### src/rtl/vga_dither_out_pkg.sv
// Shared constants for the VGA dither output stage: channel widths, pin
// positions on the 8-bit VGA connector and the 4x4 Bayer threshold table.
package vga_dither_out_pkg;

  localparam int CH_IN_W  = 4;
  localparam int CH_OUT_W = 2;

  // [1] is the channel MSB, [0] the LSB on the resistor ladder.
  localparam int VGA_R1_BIT = 0;
  localparam int VGA_G1_BIT = 1;
  localparam int VGA_B1_BIT = 2;
  localparam int VGA_VS_BIT = 3;
  localparam int VGA_R0_BIT = 4;
  localparam int VGA_G0_BIT = 5;
  localparam int VGA_B0_BIT = 6;
  localparam int VGA_HS_BIT = 7;

  localparam logic [3:0] BAYER4 [16] = '{
    4'd0,  4'd8,  4'd2,  4'd10,
    4'd12, 4'd4,  4'd14, 4'd6,
    4'd3,  4'd11, 4'd1,  4'd9,
    4'd15, 4'd7,  4'd13, 4'd5
  };

  typedef logic [CH_OUT_W-1:0] chan_out_t;

  typedef struct packed {
    chan_out_t r;
    chan_out_t g;
    chan_out_t b;
  } rgb_out_t;

  function automatic logic [3:0] bayerThreshold(input logic [1:0] row, input logic [1:0] col);
    return BAYER4[{row, col}];
  endfunction

endpackage

### src/rtl/vga_dither_out_channel.sv
// One colour channel: 4-bit intensity reduced to 2 bits, either by ordered
// dither against a Bayer threshold or by plain truncation.
module dither_channel
  import vga_dither_out_pkg::*;
(
  input  logic [CH_IN_W-1:0]  i_c,
  input  logic [3:0]          i_t,
  input  logic                i_ditherEn,
  output logic [CH_OUT_W-1:0] o_q
);

  logic [5:0] w_scaled;
  logic [1:0] w_dithered;

  // 3*c + c[3:2] spreads 0..15 onto 0..48 so that adding any threshold
  // 0..15 and dropping four bits lands exactly on 0..3 with no clamp.
  assign w_scaled   = {1'b0, i_c, 1'b0} + {2'b00, i_c} + {4'b0000, i_c[3:2]};
  assign w_dithered = 2'((w_scaled + {2'b00, i_t}) >> 4);

  assign o_q = i_ditherEn ? w_dithered : i_c[3:2];

endmodule

### src/rtl/vga_dither_out.sv
// PPU-to-VGA output stage: two-cycle pipeline that reduces 12-bit colour to
// 6 pins with ordered (optionally frame-rotated) dither and delays the syncs.
module vga_dither_out
  import vga_dither_out_pkg::*;
#(
  parameter  logic SYNC_ACTIVE = 1'b0,
  localparam int   LATENCY     = 2
) (
  input  logic        clk,
  input  logic        rst_n,
  input  logic [11:0] rgb_in,
  input  logic        active_in,
  input  logic        hsync_in,
  input  logic        vsync_in,
  input  logic        dither_en,
  input  logic        temporal_en,
  output logic [7:0]  vga_out
);

  logic [11:0]        r_rgb;
  logic               r_active;
  logic               r_ditherEn;
  logic               r_temporalEn;
  logic [LATENCY-1:0] r_hsPipe;
  logic [LATENCY-1:0] r_vsPipe;
  logic               r_hsPrev;
  logic               r_vsPrev;
  logic [1:0]         r_xCnt;
  logic [1:0]         r_yCnt;
  logic [1:0]         r_frameCnt;
  rgb_out_t           r_pix;

  logic               w_hsEdge;
  logic               w_vsEdge;
  logic [1:0]         w_xEff;
  logic [3:0]         w_threshold;
  chan_out_t          w_qR;
  chan_out_t          w_qG;
  chan_out_t          w_qB;

  // Syncs reset to the idle level so no edge is seen when reset lifts mid-line.
  always_ff @(posedge clk or negedge rst_n) begin
    if (!rst_n) begin
      r_rgb        <= '0;
      r_active     <= 1'b0;
      r_ditherEn   <= 1'b0;
      r_temporalEn <= 1'b0;
      r_hsPipe     <= {LATENCY{~SYNC_ACTIVE}};
      r_vsPipe     <= {LATENCY{~SYNC_ACTIVE}};
      r_hsPrev     <= ~SYNC_ACTIVE;
      r_vsPrev     <= ~SYNC_ACTIVE;
    end else begin
      r_rgb        <= rgb_in;
      r_active     <= active_in;
      r_ditherEn   <= dither_en;
      r_temporalEn <= temporal_en;
      r_hsPipe     <= {r_hsPipe[LATENCY-2:0], hsync_in};
      r_vsPipe     <= {r_vsPipe[LATENCY-2:0], vsync_in};
      r_hsPrev     <= r_hsPipe[0];
      r_vsPrev     <= r_vsPipe[0];
    end
  end

  assign w_hsEdge = (r_hsPipe[0] == SYNC_ACTIVE) && (r_hsPrev != SYNC_ACTIVE);
  assign w_vsEdge = (r_vsPipe[0] == SYNC_ACTIVE) && (r_vsPrev != SYNC_ACTIVE);

  // The pixel in stage 1 uses the counters before this cycle's update,
  // so the first visible pixel after an hsync edge sits at x=0.
  always_ff @(posedge clk or negedge rst_n) begin
    if (!rst_n) begin
      r_xCnt     <= 2'd0;
      r_yCnt     <= 2'd0;
      r_frameCnt <= 2'd0;
    end else begin
      if (w_hsEdge) begin
        r_xCnt <= 2'd0;
      end else if (r_active) begin
        r_xCnt <= r_xCnt + 2'd1;
      end

      if (w_vsEdge) begin
        r_yCnt <= 2'd0;
      end else if (w_hsEdge) begin
        r_yCnt <= r_yCnt + 2'd1;
      end

      if (w_vsEdge) begin
        r_frameCnt <= r_frameCnt + 2'd1;
      end
    end
  end

  assign w_xEff      = r_temporalEn ? (r_xCnt ^ r_frameCnt) : r_xCnt;
  assign w_threshold = bayerThreshold(r_yCnt, w_xEff);

  dither_channel u_chanR (
    .i_c       (r_rgb[11:8]),
    .i_t       (w_threshold),
    .i_ditherEn(r_ditherEn),
    .o_q       (w_qR)
  );

  dither_channel u_chanG (
    .i_c       (r_rgb[7:4]),
    .i_t       (w_threshold),
    .i_ditherEn(r_ditherEn),
    .o_q       (w_qG)
  );

  dither_channel u_chanB (
    .i_c       (r_rgb[3:0]),
    .i_t       (w_threshold),
    .i_ditherEn(r_ditherEn),
    .o_q       (w_qB)
  );

  always_ff @(posedge clk or negedge rst_n) begin
    if (!rst_n) begin
      r_pix <= '0;
    end else if (r_active) begin
      r_pix <= '{r: w_qR, g: w_qG, b: w_qB};
    end else begin
      r_pix <= '0;
    end
  end

  always_comb begin
    vga_out             = '0;
    vga_out[VGA_HS_BIT] = r_hsPipe[LATENCY-1];
    vga_out[VGA_VS_BIT] = r_vsPipe[LATENCY-1];
    vga_out[VGA_R0_BIT] = r_pix.r[0];
    vga_out[VGA_G0_BIT] = r_pix.g[0];
    vga_out[VGA_B0_BIT] = r_pix.b[0];
    vga_out[VGA_R1_BIT] = r_pix.r[1];
    vga_out[VGA_G1_BIT] = r_pix.g[1];
    vga_out[VGA_B1_BIT] = r_pix.b[1];
  end

endmodule
### config.mk
export PLATFORM = sky130hd
export DESIGN_NAME = vga_dither_out
export DESIGN_NICKNAME = d
export VERILOG_FILES = /design/src/rtl/vga_dither_out_pkg.sv /design/src/rtl/vga_dither_out_channel.sv /design/src/rtl/vga_dither_out.sv
export SDC_FILE = /design/constraint.sdc
export NUM_CORES = 1
export LEC_CHECK = 0
export ABC_CLOCK_PERIOD_IN_PS = 2300
export CORE_MARGIN = 8
export CORE_UTILIZATION = 40
export CTS_CLUSTER_SIZE = 14
export DETAILED_ROUTE_END_ITERATION = 7
export SLEW_MARGIN = 20
export SYNTH_ARGS = -nofsm -noshare
export SYNTH_HDL_FRONTEND = slang
export SYNTH_SLANG_ARGS = --single-unit
### constraint.sdc
create_clock -name clk -period 2.3 [get_ports clk]
set_clock_uncertainty 0.05 [all_clocks]
set_input_delay 0.23 -clock clk [delete_from_list [all_inputs] [get_ports clk]]
set_output_delay 0.23 -clock clk [all_outputs]
set_load 0.05 [all_outputs]
==> results.ini <==
[yosys]
synth_area_sq_um = 1720
synth_nets = 192
ys_ff_latch = 31
synth_area_leaders = dfrtp_1, fa_1, ha_1
yosysMostFrequentCell = dfrtp_1
synth_edf_count = 0
syn-instance-count = 149
ys_types = 23
synthFlopType = dfrtp_1
yosys_warnings = 0
ys_async_sr_fraction_pct = 100
synth_area_leader_cell = dfrtp_1
synth_top_area_share_pct = 39.2
synthTopCellsByCount = dfrtp_1, nand2_1, ha_1
ys_seq_area_share_pct = 45.3
syn_avg_cell_area_sq_um = 11.6

[placed_design]
port_buffers = 26
gp_congestion = 0.898
dp_hpwl_um = 2790

[setup_path]
r2r_setup_slack_ns = -0.16
timing.rr.end = vga_out[0]$_DFF_PN0_
critPathLaunchType = register
worstPathCellList = xor2_2 > xnor2_2 > buf_4 > fa_2 > ha_4 > a21oi_4 > o21ai_2 > o221ai_2 > o21ba_4
crit_slowest_cell = fa_2
worstSetupPathType = reg -> reg
slowest_delay_ns = 0.56
ff2ff_path_depth = 9
reg2reg_from = r_yCnt[0]$_DFFE_PN0P_
critPathMaxFanout = 4
crit_path_end_kind = register
critPathRequiredTime_ns = 2.42
crit_arrival_ns = 2.58

[global_routing]
antenna_found_initial = 0
grt_pass1_wl_um = 6380
grt_overflow = 0
grt_pass1_vias = 1388
grtUsageTotal_pct = 12.8
grt_max_degree = 32

[clock_tree]
clockRootBuffer = clkbuf_8
cts_sinks = 31
clockBufferDepth = 2
cts_made_buffers = 5
cts.clk_slew.worst_paths_ns = 0.07
clk_latency_ns = 0.28
cts.htree.levels = 2
cts_tree = done

[status]
status = complete, but fails checks
violations = setup timing

[routing]
vias_per_cell = 5.04
routedWlPerCell_um = 15.8
routed-via-count = 1209
first_pass_iters = 4
dr.first_iter.drc_count = 30
drc_errors = 0
wirelength_um = 3800
detail-route-antenna-nets = 0

[die]
die_w_um = 81.7
pin_count = 27
num_rows = 24
die-area_sq_um = 6670
die_h_um = 81.7
initial_core_util_pct = 40.4
coreArea_sq_um = 4260

[timing]
maxSlewHeadroom_pct = 61.6
final-max-slew-violation-count = 0
hold_viol = 0
timing.final.crit_share_pct = 107
tightestPinTransition_ns = 0.576
finalCriticalPeriod_ns = 2.46
fmax_mhz = 406
finalSetupViolations = 6
worst_slack_ns = -0.164
rsz0062_at_grt = yes
timing.hold.ws_ns = 0.281

[layout]
area_delta_synth_final_pct = 42.2
fin_util_pct = 57.5
drive_gt1_share_pct = 31.9
diodes = 0
final_nets = 230

[worst_hold_path]
hp-class = in -> async

[power]
cellPowerDensity_nw_per_um2 = 1160
p_leak_nw = 1.06
peakVddDrop_mv = 0.521

[job]
drv_cap = 0

## through the flow
stage	area (sq um)	TNS, ns	std cells	setup WS (ns)	total power, mW
after global placement	2220	-0.412	228	-0.0970	2.01
final	2450	-0.587	240	-0.164	2.86
after global routing	2450	-1.11	240	-0.224	3.02
after floorplan	1880	-0.240	149	-0.0454	1.71
after CTS	2410	-0.525	239	-0.113	2.79
after detailed placement	2220	-0.935	228	-0.174	2.08
## per-layer routing
metal	part of all wire, %	global-route usage (%)	vias to the layer above
li1	-	-	574
met3	4.7	4.38	10
met4	2.2	5.44	0
met2	53	23.0	30
met5	0	0	-
met1	40	13.2	595
## sequential cells by signal, indices dropped and copies added (netlist names)
signal / flops
r_vsPipe: 2
r_frameCnt: 2
r_xCnt: 2
r_active: 1
r_rgb: 12
r_hsPipe: 2
r_yCnt: 2
r_temporalEn: 1
r_ditherEn: 1
vga_out: 6
## report_power, final
| part | switching (mW) | internal (mW) | total, mW |
|---|---|---|---|
| Clock | 0.204 | 0.350 | 0.554 |
| Sequential | 0.0730 | 0.638 | 0.711 |
| Combinational | 0.821 | 0.770 | 1.59 |
| Total | 1.10 | 1.76 | 2.86 |
## worst max-delay path by stage
stage                                      from                    to  slack, ns  cells after the start
after global placement    r_yCnt[0]$_DFFE_PN0P_  vga_out[4]$_DFF_PN0_       -0.1                      8
after CTS                 r_yCnt[0]$_DFFE_PN0P_  vga_out[4]$_DFF_PN0_      -0.11                      8
after global routing      r_yCnt[0]$_DFFE_PN0P_  vga_out[0]$_DFF_PN0_      -0.22                      9
after detailed placement  r_yCnt[0]$_DFFE_PN0P_  vga_out[4]$_DFF_PN0_      -0.17                      8
final                     r_yCnt[0]$_DFFE_PN0P_  vga_out[0]$_DFF_PN0_      -0.16                      9
after floorplan           r_yCnt[0]$_DFFE_PN0P_  vga_out[1]$_DFF_PN0_      -0.05                      8
## worst max-delay path, delay by kind of cell (launching register included)
family                     cells  cell delay, ns
adders and majority gates      2            0.79
AOI/OAI and AO/OA              4            0.62
DFF                            1            0.42
xor gates and xnor gates       2            0.33
buffers and inverters          1            0.15
## placed cells by master (no fill, tap or decap), drive strengths merged
cell type,n
nand2,17
dfrtp,27
nor2b,5
nor3b,3
xnor2,5
o221ai,3
dfstp,4
fa,10
ha,14
and3,3
o21ba,3
buf,9
clkinv,1
a2111oi,3
o21ai,12
clkdlybuf4s50,26
a21oi,3
clkbuf,6
inv,13
a211oi,3
nor2,4
bufinv,1
xor2,5
and2,3
a21o,5
## cell type report
class	count	area, sq um
fill	361	1810
sequential	31	782
multi-input combinational	101	1110
inverter	13	48.8
clock inverter	2	35.0
clock buffer	6	82.6
timing repair buffer	35	328
tap	52	65.1
## repair_timing
item                       in CTS  in global routing
pin swaps                       8                  7
gates resized for setup        10                  6
buffers inserted                3                  1
hold buffers                    0                  0
setup endpoints to repair       6                  6
## cell families after synthesis
kind of cell,share of synthesized area [%]
xor gates and xnor gates,5.08
buffers and inverters,4.14
AOI/OAI and AO/OA,13.9
DFF,45.3
and+or+nand+nor,9.87
adders and majority gates,21.8
Power figures use the tool's default switching activity.
